### src/rtl/mem_access_stage.sv
// MEM stage: turns each load/store into one req/ack transaction on the data-memory
// port and holds the pipeline (mem_stall) until the transaction has finished.
// All state advances on the falling clock edge, in step with the pipeline registers.
module mem_access_stage #(
  parameter int DATA_W   = 16,
  parameter int MAX_WAIT = 15
) (
  input  logic              clk,
  input  logic              rst_n,
  input  logic              memRead_out_pipe_3,
  input  logic              memWrite_out_pipe_3,
  input  logic [DATA_W-1:0] aluResult_out_pipe_3,
  input  logic [DATA_W-1:0] write_data_out_pipe_3,
  output logic              dmem_req,
  output logic              dmem_we,
  output logic [DATA_W-1:0] dmem_addr,
  output logic [DATA_W-1:0] dmem_wdata,
  input  logic              dmem_ack,
  input  logic [DATA_W-1:0] dmem_rdata,
  output logic [DATA_W-1:0] data_mem_read_data,
  output logic              mem_stall,
  output logic              mem_err
);

  localparam int CW = $clog2(MAX_WAIT + 1);

  typedef enum logic [1:0] {IDLE, WAIT, DONE} state_t;

  // Registered view of the outstanding memory request.
  typedef struct packed {
    logic              req;
    logic              we;
    logic [DATA_W-1:0] addr;
    logic [DATA_W-1:0] wdata;
  } dmem_req_t;

  state_t            state_q, state_d;
  dmem_req_t         rq_q, rq_d;
  logic [CW-1:0]     cnt_q, cnt_d;
  logic [DATA_W-1:0] rd_q, rd_d;
  logic              err_q, err_d;
  logic              op;

  // A store wins when both read and write are flagged, since we follows memWrite.
  assign op = memRead_out_pipe_3 | memWrite_out_pipe_3;

  // Next-state and next-register values; every register holds unless an event moves it.
  always_comb begin
    state_d = state_q;
    rq_d    = rq_q;
    cnt_d   = cnt_q;
    rd_d    = rd_q;
    err_d   = err_q;
    case (state_q)
      IDLE: begin
        if (op) begin
          state_d = WAIT;
          rq_d    = '{req: 1'b1, we: memWrite_out_pipe_3,
                      addr: aluResult_out_pipe_3, wdata: write_data_out_pipe_3};
          cnt_d   = '0;
        end
      end
      WAIT: begin
        // An ack arriving on the timeout cycle still counts as a success.
        if (dmem_ack) begin
          state_d = DONE;
          rq_d.req = 1'b0;
          if (!rq_q.we) rd_d = dmem_rdata;
        end else if (cnt_q == CW'(MAX_WAIT)) begin
          state_d  = DONE;
          rq_d.req = 1'b0;
          err_d    = 1'b1;
          if (!rq_q.we) rd_d = '1;
        end else begin
          cnt_d = cnt_q + 1'b1;
        end
      end
      DONE:    state_d = IDLE;
      default: state_d = IDLE;
    endcase
  end

  // State and output registers, falling-edge with immediate reset.
  always_ff @(negedge clk or negedge rst_n) begin
    if (!rst_n) begin
      state_q <= IDLE;
      rq_q    <= '0;
      cnt_q   <= '0;
      rd_q    <= '0;
      err_q   <= 1'b0;
    end else begin
      state_q <= state_d;
      rq_q    <= rq_d;
      cnt_q   <= cnt_d;
      rd_q    <= rd_d;
      err_q   <= err_d;
    end
  end

  assign dmem_req           = rq_q.req;
  assign dmem_we            = rq_q.we;
  assign dmem_addr          = rq_q.addr;
  assign dmem_wdata         = rq_q.wdata;
  assign data_mem_read_data = rd_q;
  assign mem_err            = err_q;
  // Stall from the moment a memory op shows up until the response is in; DONE releases.
  assign mem_stall          = ((state_q == IDLE) & op) | (state_q == WAIT);

endmodule

### config.mk
export PLATFORM = sky130hd
export DESIGN_NAME = mem_access_stage
export DESIGN_NICKNAME = d
export VERILOG_FILES = /design/src/rtl/mem_access_stage.sv
export SDC_FILE = /design/constraint.sdc
export NUM_CORES = 1
export LEC_CHECK = 0
export ABC_AREA = 1
export BUFFER_PORTS_ARGS = -buffer_cell sky130_fd_sc_hd__buf_2
export CAP_MARGIN = 10
export CORE_MARGIN = 4
export CORE_UTILIZATION = 50
export CTS_BUF_LIST = sky130_fd_sc_hd__clkbuf_8 sky130_fd_sc_hd__clkbuf_16
export CTS_CLUSTER_DIAMETER = 80
export CTS_CLUSTER_SIZE = 25
export DETAILED_ROUTE_END_ITERATION = 8
export PLACE_DENSITY_LB_ADDON = 0.12
export SLEW_MARGIN = 10
export SYNTH_ARGS = -nofsm -noshare
export SYNTH_HDL_FRONTEND = slang
export SYNTH_SLANG_ARGS = --single-unit
export TNS_END_PERCENT = 100
### constraint.sdc
create_clock -name clk -period 4.1 [get_ports clk]
set_input_delay 0.82 -clock clk [delete_from_list [all_inputs] [get_ports clk]]
set_output_delay 0.82 -clock clk [all_outputs]
set_load 0.05 [all_outputs]
After elaboration in Yosys (flattened, before gate mapping)
Index checks and enable logic that the tools add are counted.

word-level totals
  register bits = 57
  bits in latches = 0
  memory bits (writable) = 0
  ROM bits = 0
  output and inout bits = 52
  memories = 0

operators by class
  $add $sub $neg = 1
  multipliers = 0
  divide/modulo/power cells = 0
  order comparisons = 0
  equal/unequal tests = 6
  shift-type cells = 0
  multiplexer cells = 16
  bitwise operators = 5
  reductions and logical operators = 9

operator list
  cell                                                             count
  16-bit two-way mux                                               4
  34-bit two-way mux                                               1
  4-bit two-way mux                                                3
  3-bit AND reduction                                              3
  4-bit case mux with 2 select lines                               1
  2-bit two-way mux                                                3
  2-bit != test, second input constant                             3
  4-bit by 1-bit adder with 4-bit output, second input constant    1
  4-bit == test, second input constant                             1
  2-bit case mux with 2 select lines                               1
  2-bit AND reduction                                              2
  4-bit AND reduction                                              1
  2-bit nonzero test                                               2
  3-bit != test, second input constant                             1
  2-bit by 1-bit == test with 1-bit output, second input constant  1
  2-bit zero test                                                  1
  1-bit two-way mux                                                2
  1-bit NOT                                                        2
  1-bit bitwise OR                                                 2
  1-bit case mux with 2 select lines                               1
  1-bit AND                                                        1

Logic depth before layout (Yosys ltp)
Gate-level depths: netlist of run 1.

  depth in word-level cells = 4
  gate-level depth with buffers = 7
  gate-level depth less buffers = 7

==> results of run 1 <==
-- registers in the layout (all words and copies together) (netlist names) --
register,flops
dmem_wdata,16
dmem_addr,16
cnt_q,4
data_mem_read_data,16
mem_err,1
state_q,2
dmem_we,1
dmem_req,1
-- repair_timing --
item,in CTS,in global routing
endpoints found under the setup margin,1,1
pin swaps,0,1
buffers inserted,0,2
gates resized for setup,2,1
-- layout make-up --
type | instances | share of cell area, %
clock buffer | 11 | 4.610
inverter | 59 | 6.743
tap | 67 | 2.552
multi-input combinational | 162 | 23.16
clock inverter | 4 | 1.333
timing repair buffer | 110 | 18.17
sequential | 57 | 43.43
-- cells in the final DEF, fill, tap and decap left out --
master	count
buf_2	103
nand2_1	98
inv_1	58
dfrtn_1	57
o21ai_0	31
nand4_1	17
clkbuf_8	11
nand3_1	5
buf_4	4
clkinv_2	2
buf_12	2
nor2_2	1
o21ai_4	1
nand3_2	1
nand2_4	1
clkinv_1	1
inv_2	1
nand3_4	1
nor2_1	1
o21bai_1	1
o21ai_1	1
xor2_1	1
o21a_1	1
ha_1	1
bufinv_16	1
buf_6	1
-- layer usage --
metal / wire [um] / vias up
met5: 0 / -
met2: 2692 / 69
met3: 360 / 8
met1: 2466 / 1014
li1: - / 1103
met4: 82 / 0
-- logic make-up (layout without fill, tap and decap cells) --
family | count (synthesis) | count (layout)
AND/OR/NAND/NOR | 125 | 125
buffers and inverters | 72 | 184
flip-flops | 57 | 57
AO/OA/AOI/OAI | 35 | 35
adder cells (fa/ha/maj) | 1 | 1
XOR/XNOR | 1 | 1
-- worst reg2reg max path, cell delays in order, from the launching register on --
cell	delay (ps)
dfrtn_1	470
ha_1	230
nand3_2	130
nand2_4	210
nand3_4	220
nand2_1	130
nand2_1	50
-- worst min path at each step --
stage | from | end | depth (start not counted)
4_1_cts | data_mem_read_data[8] | data_mem_read_data[8] | 2
5_1_grt | data_mem_read_data[14] | data_mem_read_data[14] | 2
3_3_place_gp | data_mem_read_data[6] | data_mem_read_data[6] | 2
3_5_place_dp | data_mem_read_data[8] | data_mem_read_data[8] | 2
2_1_floorplan | cnt_q[0] | cnt_q[0] | 3
6_report | data_mem_read_data[8] | data_mem_read_data[8] | 2
-- synthesized netlist by cell type (2+ instances only) --
cell and count:
dfrtn_1 57, nand2_1 98, o21ai_0 31, nand3_1 5
clkbuf_1 4, buf_2 7, nand4_1 17, nor2_1 2
inv_1 57
-- power by group through the flow --
stage | clock [mW] | combinational, mW | sequential, mW
2_1_floorplan | 0 | 0.429 | 1.83
3_3_place_gp | 0 | 1.67 | 0.982
3_5_place_dp | 0 | 1.70 | 0.986
4_1_cts | 0.528 | 1.70 | 0.982
5_1_grt | 0.561 | 1.82 | 1.02
6_report | 0.513 | 1.71 | 0.979
-- through the flow --
stage | worst slack [ps] | hold slack (ps) | total power, mW | util, % | cells
3_3_place_gp | 279.6 | 411.3 | 2.656 | 64.47 | 453
2_1_floorplan | 156.8 | 436.4 | 2.264 | - | 291
3_5_place_dp | 266.1 | 415.8 | 2.681 | 64.47 | 453
6_report | 97.73 | 411.8 | 3.201 | 69.08 | 470
4_1_cts | 17.87 | 417.3 | 3.214 | 68.68 | 468
5_1_grt | 18.28 | 431.1 | 3.401 | 69.08 | 470
==> impl_metrics.yaml, run 1 <==
place:
  port_buffers: 104
  finalWeightedCongestion: 0.7893
  dp_hpwl_um: 3862
  placed_area_um2: 3065
final_layout:
  finalInstanceArea_um2: 3284
  syn2layout_area_growth_pct: 33.11
  multi_input_area_um2: 760.7
  drive_above_1_share_pct: 32.26
  antennaDiodeCount: 0
  register_area_um2: 1426
  nets: 453
  num-fill-cells: 435
yosys:
  post_synth_mux_area_share_pct: 0
  synth_compound_area_share_pct: 7.454
  number_of_synthesized_flops_with_an_enable_pin: 0
  leading_register_cell_type_out_of_synthesis: "dfrtn_1"
  simple_gate_area_share_of_the_yosys_netlist_pct: 22.11
  synth.yosys.warnings: 0
  synth_xor_xnor_area_share_pct: 0.3550
  synth_seq_area_share_pct: 57.81
  syn_inst: 291
  post-synth-top-area-fraction_pct: 57.81
  synthesized_area_per_cell_um2: 8.479
  synth_adder_area_share_pct: 0.5071
  syn-num-nets: 345
  synthArstFlopShare_pct: 100.0
  synth.cell_area_um2: 2467
  synth_largest_area_cell: "dfrtn_1"
  synth_cell_types: 22
  synth-seq-cells: 57
  yosys-top-cells-area: "dfrtn_1 58%, nand2_1 15%, inv_1 8.7%, o21ai_0 6.3%, nand4_1 4.3%"
  combinational_family_with_the_most_area_after_synthesis: "simple AND/OR/NAND/NOR gates"
clock_tree:
  clockRootBuffer: "clkbuf_8"
  cts_hold_buf: 0
  clkSlewWorstSetupHoldPaths_ps: 50
  cts-buffers-inserted: 9
  cts_sinks: 57
  clock_insertion_delay_worst_skew_ps: 320
  cts_tree: "yes"
  h_tree_lvl_count: 3
  ctsLongestPathBuffers: 2
global_routing:
  grt_use_total_pct: 19.35
  largest_net_degree_at_the_start_of_global_routing: 58
  gr-usage-met2_pct: 30.91
  grt-busiest-layer: "met2"
  antenna_found_initial: 0
  grt-ovfl-total: 0
  grt_met3_use_pct: 4.931
  grt_pass1_wl_um: 9183
  global_route.usage.met1_pct: 24.35
  via_count_of_the_first_global_routing_pass: 2033
routing:
  drt.antenna.violating_nets: 0
  dr.first_iter.drc_count: 103
  drt_drc_violations_left: 0
  detailedRoute.firstPassIterationCount: 4
  vias: 2194
  avgRoutedWirePerCell_um: 11.92
  vias_per_cell: 4.668
  detail_route.wirelength_um: 5601
power:
  power_density_nw_per_um2: 974.7
  power.switching_fraction_pct: 52.31
  netSwitchingPower_mw: 1.674
  share_clk_of_total_power_pct: 16.0
  power.leakage_nw: 1.963
  power.share.combinational_pct: 53.4
  power.ir.vdd_worst_v: 0.0005035
  internal-power_mw: 1.527
  pwr-share-seq_pct: 30.6
timing:
  worstMarginPinSlew_ps: 560.0
  hold_viol_final: 0
  final-setup-viol-count: 0
  rsz0062_at_grt: "false"
  max-slew-margin-rel_pct: 62.43
  setup-tns-final_ps: 0
  finClkSkew_ps: 4.232
  slew_viol_final: 0
setup_path:
  type_of_the_worst_setup_path: "reg -> out"
  cp_data_required_time_ps: 3280
  cp_cell_sequence: "inv_1 > nand2_1 > nand2_1 > buf_6"
  critical_path.top_delay_family: "flip-flops"
  cp.buffers_inverters: 2
  cp_num_cells: 4
  crit_end: "mem_stall"
  crit_path_max_fanout: 3
  worstReg2RegStart: "cnt_q[0]"
  crit_path_frequent_cell: "nand2_1"
  cp-end-kind: "output port"
  cp-start-kind: "flop"
  critical-path-slowest-cell: "dfrtn_1"
  worst_r2r_endpoint: "data_mem_read_data[0]"
  worst_r2r_path_depth: 6
  cp_data_arrival_time_ps: 3180
  max_stage_delay_ps: 420
  ff2ff_setup_slack_ps: 2500
  startpoint: "state_q[1]"
floorplanning:
  row_count: 25
  initial_utilization_pct: 51.89
  dieArea_um2: 6122
  floorplan.io_pins: 105
  design.core.area_um2: 4755
  floorplan.die.height_um: 78.25
  dieWidth_um: 78.25
job:
  maximum_capacitance_violations: 0
min_path:
  path_type_of_the_worst_min_delay_path: "reg -> reg"
run_status:
  run_status: "complete, no violations"
No activity file was read; power rests on OpenSTA's default activity.
==> run 2: changes to the inputs <==
--- a/config.mk
+++ b/config.mk
@@ -8,12 +8,14 @@
 export ABC_AREA = 1
 export BUFFER_PORTS_ARGS = -buffer_cell sky130_fd_sc_hd__buf_2
 export CAP_MARGIN = 10
+export CORE_ASPECT_RATIO = 1.75
 export CORE_MARGIN = 4
 export CORE_UTILIZATION = 50
 export CTS_BUF_LIST = sky130_fd_sc_hd__clkbuf_8 sky130_fd_sc_hd__clkbuf_16
 export CTS_CLUSTER_DIAMETER = 80
 export CTS_CLUSTER_SIZE = 25
 export DETAILED_ROUTE_END_ITERATION = 8
+export GPL_TIMING_DRIVEN = 0
 export PLACE_DENSITY_LB_ADDON = 0.12
 export SLEW_MARGIN = 10
 export SYNTH_ARGS = -nofsm -noshare
==> impl_metrics.yaml, run 2 (synthesis results as in run 1) <==
run_status:
  run_status: "complete, no violations"
clock_tree:
  clockRootBuffer: "clkbuf_8"
  cts-buffers-inserted: 9
  cts_sinks: 57
  cts_hold_buf: 0
  ctsLongestPathBuffers: 2
  clkSlewWorstSetupHoldPaths_ps: 40
  h_tree_lvl_count: 3
  clock_insertion_delay_worst_skew_ps: 320
  cts_tree: "yes"
floorplanning:
  dieWidth_um: 61.10
  floorplan.io_pins: 105
  dieArea_um2: 6167
  floorplan.die.height_um: 100.9
  row_count: 33
  initial_utilization_pct: 51.96
  design.core.area_um2: 4748
routing:
  vias_per_cell: 4.732
  vias: 2186
  drt_drc_violations_left: 0
  dr.first_iter.drc_count: 83
  avgRoutedWirePerCell_um: 12.00
  drt.antenna.violating_nets: 0
  detailedRoute.firstPassIterationCount: 4
  detail_route.wirelength_um: 5546
global_routing:
  grt-ovfl-total: 0
  largest_net_degree_at_the_start_of_global_routing: 58
  antenna_found_initial: 0
  grt_use_total_pct: 19.27
  via_count_of_the_first_global_routing_pass: 2081
  grt_pass1_wl_um: 9004
setup_path:
  type_of_the_worst_setup_path: "reg -> out"
  cp_data_arrival_time_ps: 3230
  max_stage_delay_ps: 420
  critical-path-slowest-cell: "dfrtn_1"
  crit_path_max_fanout: 3
  ff2ff_setup_slack_ps: 2590
  cp_cell_sequence: "inv_1 > nand2_1 > nand2_4 > buf_8"
  cp-start-kind: "flop"
  cp-end-kind: "output port"
  cp_data_required_time_ps: 3280
timing:
  rsz0062_at_grt: "false"
  max-slew-margin-rel_pct: 53.09
  finalWorstSetupSlack_ps: 53.90
  worstMarginPinSlew_ps: 703.7
  setup-tns-final_ps: 0
  slew_viol_final: 0
  finClkSkew_ps: 3.935
  hold_viol_final: 0
  final-setup-viol-count: 0
power:
  power.ir.vdd_worst_v: 0.0007020
  internal-power_mw: 1.454
  report.power.total_mw: 3.140
  pwr-share-seq_pct: 31.1
  power.share.combinational_pct: 55.1
  power.switching_fraction_pct: 53.68
  netSwitchingPower_mw: 1.686
  power_density_nw_per_um2: 965.9
  share_clk_of_total_power_pct: 13.7
  power.leakage_nw: 1.957
final_layout:
  drive_above_1_share_pct: 32.44
  nets: 460
  final_common_cell: "buf_2"
  postLayoutCoreUtil_pct: 68.46
  final-instance-count-excl-fill: 462
  syn2layout_area_growth_pct: 31.74
  num-fill-cells: 414
  layout_common_cells: "107 x buf_2, 97 x nand2_1, 59 x inv_1, 57 x dfrtn_1, 31 x o21ai_0"
  antennaDiodeCount: 0
place:
  dp.cells: 446
  placement.setup.worst_slack_ps: 30.32
  finalWeightedCongestion: 0.7456
  dp_hpwl_um: 4109
  port_buffers: 103
min_path:
  path_type_of_the_worst_min_delay_path: "reg -> reg"
job:
  maximum_capacitance_violations: 0
## run 2: final timing paths
check | start | endpoint | depth (start not counted)
min in group asynchronous | rst_n | cnt_q[2] | 1
setup / recovery | state_q[1] | mem_stall | 4
setup reg to reg | cnt_q[0] | data_mem_read_data[15] | 7
max in group asynchronous | rst_n | dmem_addr[8] | 1
hold / removal | data_mem_read_data[6] | data_mem_read_data[6] | 2
hold reg to reg | data_mem_read_data[6] | data_mem_read_data[6] | 2
## run 2: critical path, delay by kind of cell (launching register included)
kind	cells	cell delay, ps
buffers and inverters	2	190
DFF	1	420
and+or+nand+nor	2	240
## run 2: routing by layer
layer / track usage [%] / vias up / share of wire (%)
met5: 0 / - / 0
met4: 9.015 / 0 / 1.6
met3: 5.385 / 10 / 9.4
met2: 33.77 / 81 / 50
met1: 20.30 / 973 / 39
li1: - / 1122 / -
## run 2: repair_timing
action                     in CTS  in global routing
gates cloned                    0                  0
gates resized for setup         9                  0
hold endpoints to repair        0                  0
pin swaps                       1                  1
buffers inserted                2                  0
setup endpoints to repair       1                  1
## run 2: through the flow
step / hold slack (ps) / cell area [um^2]
after floorplan: 436.4 / 2467
after global placement: 411.8 / 3048
after detailed placement: 413.6 / 3048
after CTS: 415.1 / 3259
after global routing: 437.2 / 3251
final: 409.9 / 3251
## run 2: power by group through the flow
| stage | sequential, mW | combinational, mW | clock [mW] |
|---|---|---|---|
| final | 0.977 | 1.73 | 0.431 |
| after global routing | 1.01 | 1.86 | 0.464 |
| after CTS | 0.978 | 1.77 | 0.445 |
| after detailed placement | 0.982 | 1.71 | 0 |
| after global placement | 0.976 | 1.69 | 0 |
| after floorplan | 1.83 | 0.429 | 0 |
## run 2: cell type report
| cell class | count | area [um^2] | area share (%) |
|---|---|---|---|
| Buffer | 12 | 63.81 | 1.963 |
| Clock buffer | 10 | 137.6 | 4.234 |
| Clock inverter | 5 | 25.02 | 0.7698 |
| Inverter | 59 | 221.5 | 6.813 |
| Multi-Input combinational cell | 162 | 768.2 | 23.63 |
| Sequential cell | 57 | 1426 | 43.88 |
| Tap cell | 52 | 65.06 | 2.002 |
| Timing Repair Buffer | 105 | 543.0 | 16.71 |
==> run 3: changes to the inputs <==
--- a/config.mk
+++ b/config.mk
@@ -10,7 +10,7 @@
 export CAP_MARGIN = 10
 export CORE_ASPECT_RATIO = 1.75
 export CORE_MARGIN = 4
-export CORE_UTILIZATION = 50
+export CORE_UTILIZATION = 51
 export CTS_BUF_LIST = sky130_fd_sc_hd__clkbuf_8 sky130_fd_sc_hd__clkbuf_16
 export CTS_CLUSTER_DIAMETER = 80
 export CTS_CLUSTER_SIZE = 25
==> impl_metrics.yaml, run 3 (synthesis results as in run 1) <==
setup_path:
  worstReg2RegStart: "cnt_q[0]"
  type_of_the_worst_setup_path: "reg -> out"
  worst_r2r_endpoint: "data_mem_read_data[5]"
  crit_end: "mem_stall"
  startpoint: "state_q[1]"
  ff2ff_setup_slack_ps: 2560
  cp-start-kind: "flop"
  cp_data_arrival_time_ps: 3200
  cp_data_required_time_ps: 3280
  cp-end-kind: "output port"
  crit_path_max_fanout: 3
  worst_r2r_path_depth: 7
global_routing:
  grt_pass1_wl_um: 9384
  grt_use_total_pct: 19.94
  grt-ovfl-total: 0
  via_count_of_the_first_global_routing_pass: 2196
  antenna_found_initial: 0
  largest_net_degree_at_the_start_of_global_routing: 58
final_layout:
  nets: 460
  syn2layout_area_growth_pct: 33.47
  num-fill-cells: 406
  antennaDiodeCount: 0
  layout_common_cells: "107 x buf_2, 97 x nand2_1, 57 x inv_1, 57 x dfrtn_1, 31 x o21ai_0"
  drive_above_1_share_pct: 33.09
  final_common_cell: "buf_2"
routing:
  drt.antenna.violating_nets: 0
  detailedRoute.firstPassIterationCount: 4
  dr.first_iter.drc_count: 32
  avgRoutedWirePerCell_um: 12.04
  drt_drc_violations_left: 0
  vias_per_cell: 4.773
  vias: 2210
  detail_route.wirelength_um: 5574
floorplanning:
  floorplan.die.height_um: 100.0
  dieWidth_um: 60.58
  initial_utilization_pct: 52.42
  design.core.area_um2: 4707
  dieArea_um2: 6059
  row_count: 33
  floorplan.io_pins: 105
timing:
  max-slew-margin-rel_pct: 52.30
  hold_viol_final: 0
  finClkSkew_ps: 6.195
  hold_ws_ps: 417.5
  finalWorstSetupSlack_ps: 82.97
  final-setup-viol-count: 0
  slew_viol_final: 0
  rsz0062_at_grt: "false"
  worstMarginPinSlew_ps: 715.4
clock_tree:
  cts_sinks: 57
  clock_insertion_delay_worst_skew_ps: 320
  clockRootBuffer: "clkbuf_8"
  cts-buffers-inserted: 9
  cts_tree: "yes"
  cts_hold_buf: 0
  clkSlewWorstSetupHoldPaths_ps: 40
  ctsLongestPathBuffers: 2
  h_tree_lvl_count: 3
place:
  port_buffers: 103
  finalWeightedCongestion: 0.7511
  dp_hpwl_um: 4116
  placement.setup.worst_slack_ps: 27.50
power:
  power_density_nw_per_um2: 983.5
  report.power.total_mw: 3.239
  power.ir.vdd_worst_v: 0.0006599
  power.leakage_nw: 1.976
job:
  maximum_capacitance_violations: 0
run_status:
  run_status: "complete, no violations"
min_path:
  path_type_of_the_worst_min_delay_path: "reg -> reg"
run 3: area by class of cell:
cell class	count	area (um^2)	share of cell area [%]
clock inverters	5	53.80	1.634
flip-flops and latches	57	1426	43.31
plain buffers	12	63.81	1.938
repair buffers	105	543.0	16.49
clock buffers	11	151.4	4.597
multi-input cells	162	768.2	23.33
well taps	52	65.06	1.976
inverters	59	221.5	6.725
run 3: metrics by stage:
stage	cell area, um^2	TNS (ps)	utilization [%]	instances
floorplan	2467	0	-	291
finish	3293	0	69.96	463
global route	3293	0	69.96	463
CTS	3302	-7.185	70.15	464
global placement	3048	0	64.75	446
detailed placement	3048	0	64.75	446
run 3: metal layers:
layer  share of wire, %  global-route usage, %  vias up  wire length [um]
met5                  0                      0        -                 0
met4                1.2                  6.678        0                68
met3                8.4                  7.593        9               470
met2                 51                  33.97       79              2865
met1                 39                  22.18     1004              2170
li1                   -                      -     1118                 -
run 3: worst max-delay path, cell delays in order (launching register included):
cell,delay (ps)
dfrtn_1,420
inv_1,40
nand2_1,150
nand2_4,70
buf_8,150
run 3: repair_timing:
item	in CTS	in global routing
buffers inserted	2	0
hold endpoints to repair	0	0
cloned	0	0
pin swaps	1	1
endpoints found under the setup margin	1	1
resized for setup	9	0
run 3: report_power, final:
group	internal (mW)	total, mW	leakage [nW]	switching, mW
combinational	0.384	1.73	1.17	1.35
clock	0.311	0.526	0.109	0.215
sequential	0.845	0.979	0.701	0.134
run 3: worst min-delay path by stage:
stage	end	cells past startpoint	slack (ps)	start
after floorplan	cnt_q[0]	3	440	cnt_q[0]
after global placement	data_mem_read_data[4]	2	410	data_mem_read_data[4]
after detailed placement	data_mem_read_data[6]	2	420	data_mem_read_data[6]
after CTS	data_mem_read_data[6]	2	420	data_mem_read_data[6]
after global routing	data_mem_read_data[15]	2	440	data_mem_read_data[15]
final	data_mem_read_data[8]	2	420	data_mem_read_data[8]
